File: src/rtl/operand_sequencer.sv
// operand_sequencer: walks a fixed 4-vector x 4-opcode sweep through a shared
// multi-cycle execution unit using a start/done handshake, capturing and
// holding each result before advancing.
// Optional macro LOOP_EN: when defined the sweep repeats forever instead of
// stopping in DONE after one pass.
module operand_sequencer #(
  parameter int DATA_W      = 32,
  parameter int HOLD_CYCLES = 4,
  parameter int TIMEOUT     = 16
) (
  input  logic              CLK,
  input  logic              RST,
  input  logic              run,
  input  logic              unit_done,
  input  logic [DATA_W-1:0] unit_result,
  output logic [DATA_W-1:0] opA,
  output logic [DATA_W-1:0] opB,
  output logic [1:0]        opcode,
  output logic              start,
  output logic [DATA_W-1:0] result_out,
  output logic              result_valid,
  output logic [1:0]        vec_idx,
  output logic              busy,
  output logic              done,
  output logic              error
);

  localparam int HW = (HOLD_CYCLES > 1) ? $clog2(HOLD_CYCLES) : 1;
  localparam int TW = (TIMEOUT > 1) ? $clog2(TIMEOUT) : 1;

  typedef enum logic [2:0] {
    S_IDLE  = 3'd0,
    S_ISSUE = 3'd1,
    S_WAIT  = 3'd2,
    S_HOLD  = 3'd3,
    S_DONE  = 3'd4
  } state_t;

  state_t            r_state;
  state_t            w_next_state;
  logic [1:0]        r_vec;
  logic [1:0]        w_next_vec;
  logic [1:0]        r_opc;
  logic [1:0]        w_next_opc;
  logic [HW-1:0]     r_hold_cnt;
  logic [HW-1:0]     w_next_hold;
  logic [TW-1:0]     r_to_cnt;
  logic [TW-1:0]     w_next_to;
  logic              w_capture;
  logic              w_timeout;
  logic [DATA_W-1:0] r_operand;
  logic [DATA_W-1:0] r_result;
  logic              r_result_valid;
  logic              r_start;
  logic              r_busy;
  logic              r_done;
  logic              r_error;

  // Operand pattern for a vector index: one nibble replicated across DATA_W.
  function automatic logic [DATA_W-1:0] f_pattern(input logic [1:0] idx);
    logic [3:0]        nib;
    logic [DATA_W-1:0] pat;
    case (idx)
      2'd0:    nib = 4'h0;
      2'd1:    nib = 4'h4;
      2'd2:    nib = 4'h7;
      default: nib = 4'hF;
    endcase
    for (int i = 0; i < DATA_W; i++) begin
      pat[i] = nib[i[1:0]];
    end
    return pat;
  endfunction

  // Next-state, counter and index-advance logic.
  always_comb begin
    w_next_state = r_state;
    w_next_vec   = r_vec;
    w_next_opc   = r_opc;
    w_next_hold  = r_hold_cnt;
    w_next_to    = r_to_cnt;
    w_capture    = 1'b0;
    w_timeout    = 1'b0;
    case (r_state)
      S_IDLE: begin
        w_next_hold = '0;
        w_next_to   = '0;
        if (run) begin
          w_next_state = S_ISSUE;
        end else begin
          w_next_state = S_IDLE;
        end
      end
      S_ISSUE: begin
        // A done pulse during ISSUE belongs to nothing we launched; ignore it.
        w_next_to    = '0;
        w_next_state = S_WAIT;
      end
      S_WAIT: begin
        if (unit_done) begin
          w_capture    = 1'b1;
          w_next_hold  = '0;
          w_next_state = S_HOLD;
        end else if (r_to_cnt == TW'(TIMEOUT - 1)) begin
          w_timeout    = 1'b1;
          w_next_hold  = '0;
          w_next_state = S_HOLD;
        end else begin
          w_next_to = r_to_cnt + TW'(1);
        end
      end
      S_HOLD: begin
        if (r_hold_cnt == HW'(HOLD_CYCLES - 1)) begin
          w_next_hold = '0;
          if ((r_vec == 2'd3) && (r_opc == 2'd3)) begin
`ifdef LOOP_EN
            w_next_vec   = 2'd0;
            w_next_opc   = 2'd0;
            w_next_state = run ? S_ISSUE : S_IDLE;
`else
            w_next_state = S_DONE;
`endif
          end else begin
            w_next_opc = r_opc + 2'd1;
            if (r_opc == 2'd3) begin
              w_next_vec = r_vec + 2'd1;
            end else begin
              w_next_vec = r_vec;
            end
            w_next_state = run ? S_ISSUE : S_IDLE;
          end
        end else begin
          w_next_hold = r_hold_cnt + HW'(1);
        end
      end
      S_DONE: begin
        if (!run) begin
          w_next_vec   = 2'd0;
          w_next_opc   = 2'd0;
          w_next_state = S_IDLE;
        end else begin
          w_next_state = S_DONE;
        end
      end
      default: begin
        w_next_state = S_IDLE;
      end
    endcase
  end

  // State, counters, indices and registered outputs.
  always_ff @(posedge CLK or posedge RST) begin
    if (RST) begin
      r_state        <= S_IDLE;
      r_vec          <= 2'd0;
      r_opc          <= 2'd0;
      r_hold_cnt     <= '0;
      r_to_cnt       <= '0;
      r_operand      <= '0;
      r_result       <= '0;
      r_result_valid <= 1'b0;
      r_start        <= 1'b0;
      r_busy         <= 1'b0;
      r_done         <= 1'b0;
      r_error        <= 1'b0;
    end else begin
      r_state        <= w_next_state;
      r_vec          <= w_next_vec;
      r_opc          <= w_next_opc;
      r_hold_cnt     <= w_next_hold;
      r_to_cnt       <= w_next_to;
      r_operand      <= f_pattern(w_next_vec);
      r_result       <= w_capture ? unit_result : r_result;
      r_result_valid <= w_capture;
      r_start        <= (w_next_state == S_ISSUE);
      r_busy         <= (w_next_state == S_ISSUE) || (w_next_state == S_WAIT) ||
                        (w_next_state == S_HOLD);
      r_done         <= (w_next_state == S_DONE);
      r_error        <= r_error | w_timeout;
    end
  end

  assign opA          = r_operand;
  assign opB          = r_operand;
  assign opcode       = r_opc;
  assign vec_idx      = r_vec;
  assign start        = r_start;
  assign result_out   = r_result;
  assign result_valid = r_result_valid;
  assign busy         = r_busy;
  assign done         = r_done;
  assign error        = r_error;

endmodule

File: config.mk
export PLATFORM = sky130hd
export DESIGN_NAME = operand_sequencer
export DESIGN_NICKNAME = d
export VERILOG_FILES = /design/src/rtl/operand_sequencer.sv
export SDC_FILE = /design/constraint.sdc
export NUM_CORES = 1
export LEC_CHECK = 0
export BUFFER_PORTS_ARGS = -buffer_cell sky130_fd_sc_hd__buf_2
export CORE_ASPECT_RATIO = 0.8
export CORE_MARGIN = 5
export CORE_UTILIZATION = 30
export CTS_BUF_LIST = sky130_fd_sc_hd__clkbuf_4 sky130_fd_sc_hd__clkbuf_8
export DETAILED_ROUTE_END_ITERATION = 8
export MAX_ROUTING_LAYER = met4
export PLACE_DENSITY = 0.61
export SLEW_MARGIN = 20
export SYNTH_ARGS = -nofsm -noshare
export SYNTH_HDL_FRONTEND = slang
export SYNTH_SLANG_ARGS = --single-unit
File: constraint.sdc
create_clock -name CLK -period 4.6 [get_ports CLK]
set_clock_uncertainty 0.2 [all_clocks]
set_input_delay 0 -clock CLK [delete_from_list [all_inputs] [get_ports CLK]]
set_output_delay 0 -clock CLK [all_outputs]
set_load 0.05 [all_outputs]
==> results.tsv <==
metric	value	unit
Inserted Clock Buffers	5	
Worst R2R Setup Slack	2460	ps
Post-DRT Antenna Nets	0	
Fin. Hold Viols	0	
clk sinks	53	
GPL Wtd Cong	0.760	
CP endpoint	result_out[20]	
antenna violations before repair	0	
CTS hold repair buffers	35	
worst reg2reg path startpoint	r_state[1]	
Nets	380	
CTS tree	done	
GRT overflow	0	
register area share after synthesis	49.5	%
HPWL after detailed placement	4160	microns
CP Data Required Time	4580	ps
Slowest Stage Delay on Critical Path	570	ps
Place WS	2460	ps
max-cap violations	0	
H-Tree Depth	2	
post-synthesis async set-or-reset flop share	100	%
Root Buffer Master	clkbuf_8	
cts repair resizes	0	
CTS max path bufs	2	
Filler Cell Count	846	
GR Util All Layers	10.9	%
minimum clock period	2140	ps
via/cell ratio	4.23	
slew margin rel.	56.2	%
post-synthesis cell type count	40	
number of I/O pins	141	
Seq cells post-synth	53	
top cells by count, synth	62 x buf_4, 53 x dfrtp_1, 32 x mux2_1	
Initial DRT Pass Iterations	4	
worst skew pair latency	300	ps
Vias	1918	
crit-path cells	nor2b_2 -> and3_1 -> buf_4 -> mux2_1	
CP max-delay cell	dfrtp_1	
share of cells above drive strength 1	44.9	%
Layout area overhead	29.1	%
vias in the first global route	1872	
TNS Setup	0	ps
status	complete, no violations	
beginning of the critical path	r_state[1]	
RSZ-0062 raised after global routing	no	
Synth top area share	49.5	%
final worst-path cycle share	46.6	%
synth top area cells	dfrtp_1 50%, buf_4 17%, mux2_1 13%	
Post-Synthesis Cells	225	
Starting DRT DRC Count	113	
DRC	0	
Core Area	8600	sq um
Die X	116	microns
Placement Rows	30	
largest net degree at the start of global routing	54	
worst-path fanout max	33	
clock slew at the register clock pins of the worst setup and hold paths	100	ps
Slew Limit Fails	0	
capturing point of the worst reg2reg path	result_out[20]	
PortBufs	140	
critical setup path kind	reg2reg	
Routed WL	5950	microns
min-delay worst type	in2async	
CP arrival	2120	ps
syn_nets	265	
top-count cell post-synth	buf_4	
crit end category	flip-flop	
Startpoint Class	flip-flop	
postcts setup bufs	0	
Most used DFF post-synth	dfrtp_1	
Syn Std Cell Area	2680	sq um
cell count of the worst reg-to-reg path	4	
Die H	94.5	microns
Ys Warns	0	
Synth area leader	dfrtp_1	
die area	10900	sq um
Diodes inserted	0	
Starting Density	31.1	%
average cell area after synthesis	11.9	sq um
first-pass GRT wire length	9250	microns
Post-synth EDFFs	0	
Setup-failing EPs final	0	
worst setup margin	2460	ps
Avg WL per Cell	13.1	microns
Worst-Margin Slew	656	ps
Fmax	466	MHz
-- cell usage in the layout (no fill, tap or decap), types with 2 or more instances in the layout --
| master | instances |
|---|---|
| and3_1 | 2 |
| a21oi_1 | 4 |
| ha_1 | 4 |
| buf_2 | 140 |
| nor2_1 | 4 |
| a32o_1 | 2 |
| dfrtp_1 | 53 |
| clkbuf_8 | 6 |
| nand2_1 | 5 |
| o22ai_1 | 2 |
| dlygate4sd3_1 | 35 |
| a21boi_0 | 2 |
| inv_1 | 7 |
| nand2b_1 | 2 |
| o21ai_1 | 5 |
| mux2_1 | 32 |
| nor4b_1 | 2 |
| nand3_1 | 7 |
| mux2i_1 | 2 |
| o2bb2ai_1 | 2 |
-- through the flow --
step / cell area [sq um] / utilization (%) / hold slack (ps) / cells
CTS: 3460 / 40.2 / 150 / 453
global placement: 3010 / 35.0 / 16.0 / 410
finish: 3460 / 40.2 / 129 / 453
global route: 3460 / 40.2 / 193 / 453
floorplan: 2680 / - / -65.3 / 225
detailed placement: 3010 / 35.0 / -48.2 / 410
-- worst max-delay path: cells and delay by family (launching register included) --
kind                   cells  cell delay [ps]
and+or+nand+nor            2              480
DFF                        1              570
muxes                      1              380
buffers and inverters      1              380
-- logic make-up after synthesis --
kind of cell,share of synthesized area [%]
buf+inv,20.5
flops,49.5
mux,14.2
simple gates,6.40
compound gates,7.48
fa+ha+maj,1.87
-- metal layers --
layer / vias to the layer above / track usage, % / routed length (microns)
li1: 941 / - / -
met1: 897 / 12.9 / 2380
met2: 78 / 19.1 / 3080
met3: 2 / 2.37 / 467
met4: 0 / 2.32 / 19
met5: - / - / 0
-- worst min-delay path by stage --
| stage | start | endpoint | slack (ps) | cells after the start |
|---|---|---|---|---|
| final | RST | result_out[7] | 130 | 3 |
| after global routing | RST | result_out[7] | 190 | 3 |
| after CTS | RST | result_out[7] | 150 | 3 |
| after detailed placement | RST | result_out[7] | -50 | 2 |
| after global placement | unit_result[17] | result_out[17] | 20 | 2 |
| after floorplan | unit_result[0] | result_out[0] | -70 | 1 |
-- sequential cells by signal, summed over array words and instances, names as in the netlist --
name / count
r_state: 3
r_hold_cnt: 2
start: 1
busy: 1
r_to_cnt: 4
result_valid: 1
vec_idx: 2
error: 1
opcode: 2
done: 1
result_out: 32
opA: 3
-- cell type report --
type / count / area (sq um) / share of cell area [%]
Clock buffer: 6 / 82.6 / 2.39
Clock inverter: 2 / 13.8 / 0.398
Inverter: 8 / 32.5 / 0.941
Multi-Input combinational cell: 96 / 802 / 23.2
Sequential cell: 53 / 1330 / 38.4
Tap cell: 112 / 140 / 4.06
Timing Repair Buffer: 176 / 1060 / 30.6
Power is not shown: default switching activity piles up to over one toggle a cycle in this logic, so the estimate is an artifact.
